--- src/rtl/rr_sel5_arbiter.sv ---
// rr_sel5_arbiter: round-robin arbiter driving a 5:1 byte selector, capturing its output onto a valid/ready port
module rr_sel5_arbiter #(
  parameter int DATA_W = 8,
  parameter int NCH = 5
) (
  input  logic              clk,
  input  logic              rst,
  input  logic [NCH-1:0]    req,
  output logic [2:0]        sel,
  input  logic [DATA_W-1:0] mux_data,
  output logic [NCH-1:0]    gnt,
  output logic              out_valid,
  output logic [DATA_W-1:0] out_data,
  input  logic              out_ready,
  output logic [2:0]        out_ch
);
  typedef enum logic [1:0] {IDLE, SETTLE, OUT} state_t;
  state_t state_q, state_d;
  logic [2:0] sel_q, sel_d, last_q, last_d, out_ch_q, out_ch_d, win;
  logic [3:0] idx;
  logic [NCH-1:0] gnt_q, gnt_d;
  logic out_valid_q, out_valid_d;
  logic [DATA_W-1:0] out_data_q, out_data_d;
  // circular scan starting after the last served channel; nearest hit overwrites last
  always_comb begin
    win = '0;
    idx = '0;
    for (int k = NCH; k >= 1; k--) begin
      idx = 4'(last_q) + 4'(k);
      idx = (idx >= 4'(NCH)) ? idx - 4'(NCH) : idx;
      if (req[idx[2:0]]) win = idx[2:0];
    end
  end
  // next-state and registered-output computation
  always_comb begin
    state_d = state_q;
    sel_d = sel_q;
    last_d = last_q;
    gnt_d = '0;
    out_valid_d = out_valid_q;
    out_data_d = out_data_q;
    out_ch_d = out_ch_q;
    case (state_q)
      IDLE: begin
        sel_d = |req ? win : sel_q;
        state_d = |req ? SETTLE : IDLE;
      end
      SETTLE: begin
        out_data_d = mux_data;
        out_ch_d = sel_q;
        out_valid_d = 1'b1;
        gnt_d = NCH'(1) << sel_q;
        last_d = sel_q;
        state_d = OUT;
      end
      default: begin
        out_valid_d = out_ready ? 1'b0 : out_valid_q;
        state_d = out_ready ? IDLE : OUT;
      end
    endcase
  end
  // state and output registers
  always_ff @(posedge clk or posedge rst) begin
    if (rst) begin
      state_q <= IDLE;
      sel_q <= '0;
      last_q <= 3'(NCH - 1);
      gnt_q <= '0;
      out_valid_q <= 1'b0;
      out_data_q <= '0;
      out_ch_q <= '0;
    end else begin
      state_q <= state_d;
      sel_q <= sel_d;
      last_q <= last_d;
      gnt_q <= gnt_d;
      out_valid_q <= out_valid_d;
      out_data_q <= out_data_d;
      out_ch_q <= out_ch_d;
    end
  end
  assign sel = sel_q;
  assign gnt = gnt_q;
  assign out_valid = out_valid_q;
  assign out_data = out_data_q;
  assign out_ch = out_ch_q;
endmodule
--- config.mk ---
export PLATFORM = sky130hd
export DESIGN_NAME = rr_sel5_arbiter
export DESIGN_NICKNAME = d
export VERILOG_FILES = /design/src/rtl/rr_sel5_arbiter.sv
export SDC_FILE = /design/constraint.sdc
export NUM_CORES = 1
export LEC_CHECK = 0
export CAP_MARGIN = 25
export CORE_ASPECT_RATIO = 0.6
export CORE_MARGIN = 3
export CORE_UTILIZATION = 42
export CTS_BUF_LIST = sky130_fd_sc_hd__clkbuf_8 sky130_fd_sc_hd__clkbuf_16
export DETAILED_ROUTE_END_ITERATION = 8
export HOLD_SLACK_MARGIN = 0.02
export PLACE_DENSITY = 0.71
export SLEW_MARGIN = 30
export SYNTH_ARGS = -nofsm -noshare
export SYNTH_HDL_FRONTEND = slang
export SYNTH_SLANG_ARGS = --single-unit
--- constraint.sdc ---
create_clock -name clk -period 4 [get_ports clk]
set_input_delay 0.4 -clock clk [delete_from_list [all_inputs] [get_ports clk]]
set_output_delay 0.4 -clock clk [all_outputs]
set_load 0.005 [all_outputs]
### After elaboration in Yosys (flattened, before gate mapping)

Index checks and enable logic that the tools add are counted.

* register bits: 25

* add/subtract/negate cells: 10
* equal/unequal tests: 1
* reduce and logical (&&, ||, !) cells: 5
* multiplexer cells: 26
* bitwise gates (word level): 1
* shifts and indexed selects: 1
* $lt $le $gt $ge: 10

Operators by type and width (number)
* $mux W3: 10
* $ge A4 B3 Y1 const B: 5
* $lt A3 B4 Y1 const B: 5
* $bmux W1 S3: 5
* $sub A3 B3 Y3 const B: 5
* $add A3 B2 Y4 const B: 2
* $add A3 B3 Y4 const B: 2
* $mux W1: 7
* $mux W5: 1
* $reduce_or A5 Y1: 1
* $shl A1 B3 Y5 const A: 1
* $add A3 B1 Y4 const B: 1
* $pmux W2 S2: 1
* $reduce_and A2 Y1: 2
* $eq A2 B1 Y1 const B: 1
* $logic_not A2 Y1: 1
* $mux W2: 1
* $pmux W1 S2: 1
* $reduce_bool A2 Y1: 1
* $not A1 Y1: 1

### Depth between registers and ports, before layout

* depth in word-level cells: 10
* depth in mapped cells: 13
* mapped depth without buffers: 11

### Least setup slack after synthesis

OpenSTA, ideal clock, no wires.

* path kind: register to register
* start: reg last_q[0]
* end: reg sel_q[0] (netlist: sel[0])
* stages on the path, launching flop included: 14
* slack: 1.104 ns
* clock period less this slack: 2.896 ns
* path buffers: 2
* required time: 3.863 ns
* arrival: 2.758 ns
* path through: dfrtp_1 > buf_2 > inv_1 > buf_2 > ha_1 > inv_1 > fa_1 > nand2b_1 > o21ai_0 > o311ai_1 > o41ai_1 > nor2b_1 > o311ai_1 > a211oi_2

* cells in the longest elaborated chain, start to end: 10

Ends and longest elaborated chain
* start, declared: line 19 `logic [2:0] sel_q, sel_d, last_q, last_d, out_ch_q, out_ch_d, win;`
* start signal, assigned: line 67 `last_q <= 3'(NCH - 1);`
* start signal, assigned: line 75 `last_q <= last_d;`
* $add A3 B3 Y4: line 29 `idx = 4'(last_q) + 4'(k);`
* $ge A4 B3 Y1 or $sub A3 B3 Y3 (tied branches): line 30 `idx = (idx >= 4'(NCH)) ? idx - 4'(NCH) : idx;`
* $mux W3: line 30
* $bmux W1 S3: line 31 `if (req[idx[2:0]]) win = idx[2:0];`
* $mux W1 (not written as such): line 31
* $mux W3 (4 in a row): line 31
* $mux W3 (*): line 31
* end signal, assigned: line 74 `sel_q <= sel_d;`
* end, declared: line 19

Mark *: on every way between the ends. The rest lies on a longest branch, timed or not. The select of a mux whose other input is x is not followed.
A chain may end at the register's enable or synchronous reset.

### Final worst setup path

* start: reg last_q[1]
* end: reg sel_q[0] (netlist: sel[0])

The elaborated chain is that of the path after synthesis.

==> flow_metrics.env <==
export IMPL_setup_viol=0
export IMPL_clk_latency_ns=0.26
export IMPL_netSwitchingPower_mw=1.279
export IMPL_worstHoldPathCells=2
export IMPL_r2r_setup_slack_ns=0.85
export IMPL_maxClockFrequency_mhz=317.6
export IMPL_drc_errors=0
export IMPL_synth_edf_count=0
export IMPL_cell_internal_pwr_mw=1.264
export IMPL_drv_slew=0
export IMPL_groute_usage_overall=0.2066
export IMPL_floorplan_initialDensity=0.4523
export IMPL_power_frac_clock=0.057
export IMPL_worst_hold_startpoint="out_data[5]"
export IMPL_final_core_util=0.5329
export IMPL_seq_area_frac_synth=0.2696
export IMPL_timing_critical_path_cells="ha_1 > inv_1 > fa_1 > nand2b_1 > o21ai_0 > o311ai_1 > o41ai_1 > nor2b_1 > o311ai_1 > a211oi_2"
export IMPL_grt_setup_unrepaired="no"
export IMPL_fp_dieH_um=61.29
export IMPL_post_route_cells_drive_above_1_share=0.09926
export IMPL_type_of_origin_of_the_critical_path="flip-flop"
export IMPL_grt_met3_usage=0.04299
export IMPL_firstDrtPassIters=5
export IMPL_cts_root_to_sink_buffers=2
export IMPL_synth_cell_type_count=67
export IMPL_criticalPathCategory="reg2reg"
export IMPL_crit_path_top_delay_cell="dfrtp_1"
export IMPL_leading_cell_type_in_the_layout_fill_and_taps_excluded="nand2_1"
export IMPL_final_min_period_over_clock_period=0.7873
export IMPL_hold_class="reg2reg"
export IMPL_cts_inserted_buffers=3
export IMPL_yosys_warnings=0
export IMPL_die_area_um2=6015
export IMPL_power_mw=2.543
export IMPL_postRouteAntennaNets=0
export IMPL_num_nets_final=301
export IMPL_synth_seq_cells=23
export IMPL_detailedRoute_firstIterationViolations=256
export IMPL_ctsResizeCount=0
export IMPL_critical_path_endpoint_type="flip-flop"
export IMPL_antenna_cells_inserted=0
export IMPL_ff2ff_path_depth=10
export IMPL_grt_busiest_layer="met1"
export IMPL_grt_start_max_net_pins=31
export IMPL_worstPathRequired_ns=4.14
export IMPL_most_common_layout_cells="nand2_1, clkdlybuf4s50_1, dfrtp_1"
export IMPL_maxCapViolations=0
export IMPL_ioPinCount=36
export IMPL_ys_dominant_reg_cell="dfrtp_1"
export IMPL_crit_fanout=12
export IMPL_buffering_stage_count_on_the_worst_path_with_inverters_included=1
export IMPL_via_count=1992
export IMPL_detailed_place_hpwl_um=4505
export IMPL_place_detailed_instances=331
export IMPL_wl_um=5905
export IMPL_postPlaceCellArea_um2=2472
export IMPL_worstMarginPinSlew_ns=0.8077
export IMPL_avgSynthCellArea_um2=8.593
export IMPL_status="finished clean"
export IMPL_grt_util_met1=0.3401
export IMPL_chipWidth_um=98.14
export IMPL_post_route_cell_area_um2=2521
export IMPL_gpl_final_weighted_congestion=0.8986
export IMPL_globalRouteOverflowTotal=0
export IMPL_min_period_ns=3.149
export IMPL_net_count_after_synthesis=277
export IMPL_cts_repair_timing_setup_buffer_count=0
export IMPL_static_leakage_power_nw=1.046
export IMPL_synth_cell_area_um2=2140
export IMPL_htreeDepth=1
export IMPL_area_growth_syn_to_layout_pct=17.84
export IMPL_portBuffers=35
export IMPL_grt_first_pass_wirelength_um=9908
export IMPL_ys_async_sr_fraction=1.000
export IMPL_post_synth_inst_count=249
export IMPL_rows=19
export IMPL_cellPowerDensity_nw_per_um2=1009
export IMPL_worst_path_largest_cell_delay_ns=0.61
export IMPL_power_combinational_fraction=0.764
export IMPL_grt_pass1_vias=1826
export IMPL_routed_via_density=5.946
export IMPL_hold_end="out_data[5]"
export IMPL_floorplan_core_area_um2=4731
export IMPL_tritoncts_clock_tree="done"
export IMPL_final_cell_count_no_fill=335
export IMPL_skew_ns=0.003495
export IMPL_rr_startpoint="last_q[1]"
export IMPL_timing_critical_path_from="last_q[1]"
export IMPL_cpMostUsedCell="o311ai_1"
export IMPL_timing_final_hold_violations=0
export IMPL_drt_wirelength_per_cell_um=17.63
export IMPL_ir_worst_vdd_v=0.0005859
export IMPL_aggregate_negative_setup_slack_ns=0
export IMPL_cp_data_arrival_time_ns=3.29
export IMPL_clockRootBuffer="clkbuf_8"
export IMPL_cts_hold_buffers_added=0
export IMPL_reg2reg_to="sel[0]"
export IMPL_slew_limit_headroom=0.4582
export IMPL_numClockSinks=23
export IMPL_global_route_usage_met2=0.2843
export IMPL_fraction_of_power_spent_switching_nets=0.5030
export IMPL_worst_setup_hold_path_clk_slew_ns=0.08
export IMPL_timing_critical_path_max_delay_family="compound AO/OA/AOI/OAI gates"
export IMPL_seq_power_share=0.179
export IMPL_antenna_found_initial=0
through the flow:
step	hold WS (ns)	setup slack, ns
after floorplan	0.4012	1.104
after global placement	0.4611	0.8076
after detailed placement	0.4684	0.9058
after CTS	0.4882	0.8748
after global routing	0.5044	0.5596
final	0.4836	0.8509
layout make-up:
type / instances / area (µm²)
Fill cell: 458 / 2210
Multi-Input combinational cell: 194 / 1391
Sequential cell: 23 / 576.8
Timing Repair Buffer: 39 / 380.4
Tap cell: 63 / 78.83
Inverter: 12 / 45.04
Clock buffer: 3 / 41.29
Clock inverter: 1 / 7.507
registers in the layout, summed over array words and instances (netlist names):
register / count
sel: 3
out_data: 8
out_ch: 1
state_q: 2
out_valid: 1
gnt: 5
last_q: 3
power groups by stage:
stage	combinational (mW)	sequential, mW	clock, mW
3_3_place_gp	1.90	0.456	0
5_1_grt	2.13	0.477	0.161
2_1_floorplan	1.42	0.426	0
4_1_cts	1.92	0.454	0.149
3_5_place_dp	1.90	0.459	0
6_report	1.94	0.455	0.145
per-layer routing:
layer,share of wire,up-vias
li1,-,956
met3,0.094,3
met5,0,-
met1,0.50,924
met2,0.40,109
met4,0.0029,0
synthesized netlist by cell type (all sizes together), types with 2 or more instances:
cell type / count / share of area
a211oi: 5 / 0.025
o21a: 3 / 0.011
nor2: 14 / 0.025
o211ai: 3 / 0.011
nor4: 4 / 0.012
o311ai: 2 / 0.0082
a211o: 4 / 0.016
nand4: 2 / 0.0058
nor4b: 2 / 0.0082
inv: 11 / 0.019
or2: 2 / 0.0058
xnor2: 4 / 0.016
mux2: 2 / 0.011
a31oi: 2 / 0.013
a221oi: 3 / 0.015
nor3b: 3 / 0.013
a22o: 3 / 0.012
clkbuf: 8 / 0.014
buf: 12 / 0.045
a2111oi: 3 / 0.021
ha: 11 / 0.064
nand2: 39 / 0.068
nor2b: 8 / 0.023
mux2i: 7 / 0.033
o21ai: 12 / 0.030
nand3: 3 / 0.0070
a21oi: 13 / 0.030
nor3: 5 / 0.012
dfrtp: 22 / 0.26
and3: 3 / 0.011
mux4: 2 / 0.023
nand2b: 9 / 0.027
worst max-delay path by stage:
stage | to | depth (start not counted) | slack [ns]
after global routing | sel[2] | 8 | 0.56
after floorplan | sel[0] | 13 | 1.10
final | sel[0] | 10 | 0.85
after global placement | sel[0] | 10 | 0.81
after CTS | sel[0] | 10 | 0.87
after detailed placement | sel[2] | 8 | 0.91
logic make-up (layout without fill, tap and decap cells):
logic type | after synthesis | after routing | synth area share
buffers and inverters | 32 | 55 | 0.08011
DFF | 23 | 23 | 0.2696
adders and majority gates | 12 | 12 | 0.07368
and+or+nand+nor | 98 | 98 | 0.2345
xor gates and xnor gates | 4 | 4 | 0.01637
AOI/OAI and AO/OA | 69 | 69 | 0.2597
muxes | 11 | 11 | 0.06608
tightest hold or removal path, delay by kind of cell (launching register included):
family	cells	cell delay (ns)
flops	1	0.35
simple gates	2	0.11
(Power assumes the default switching activity.)
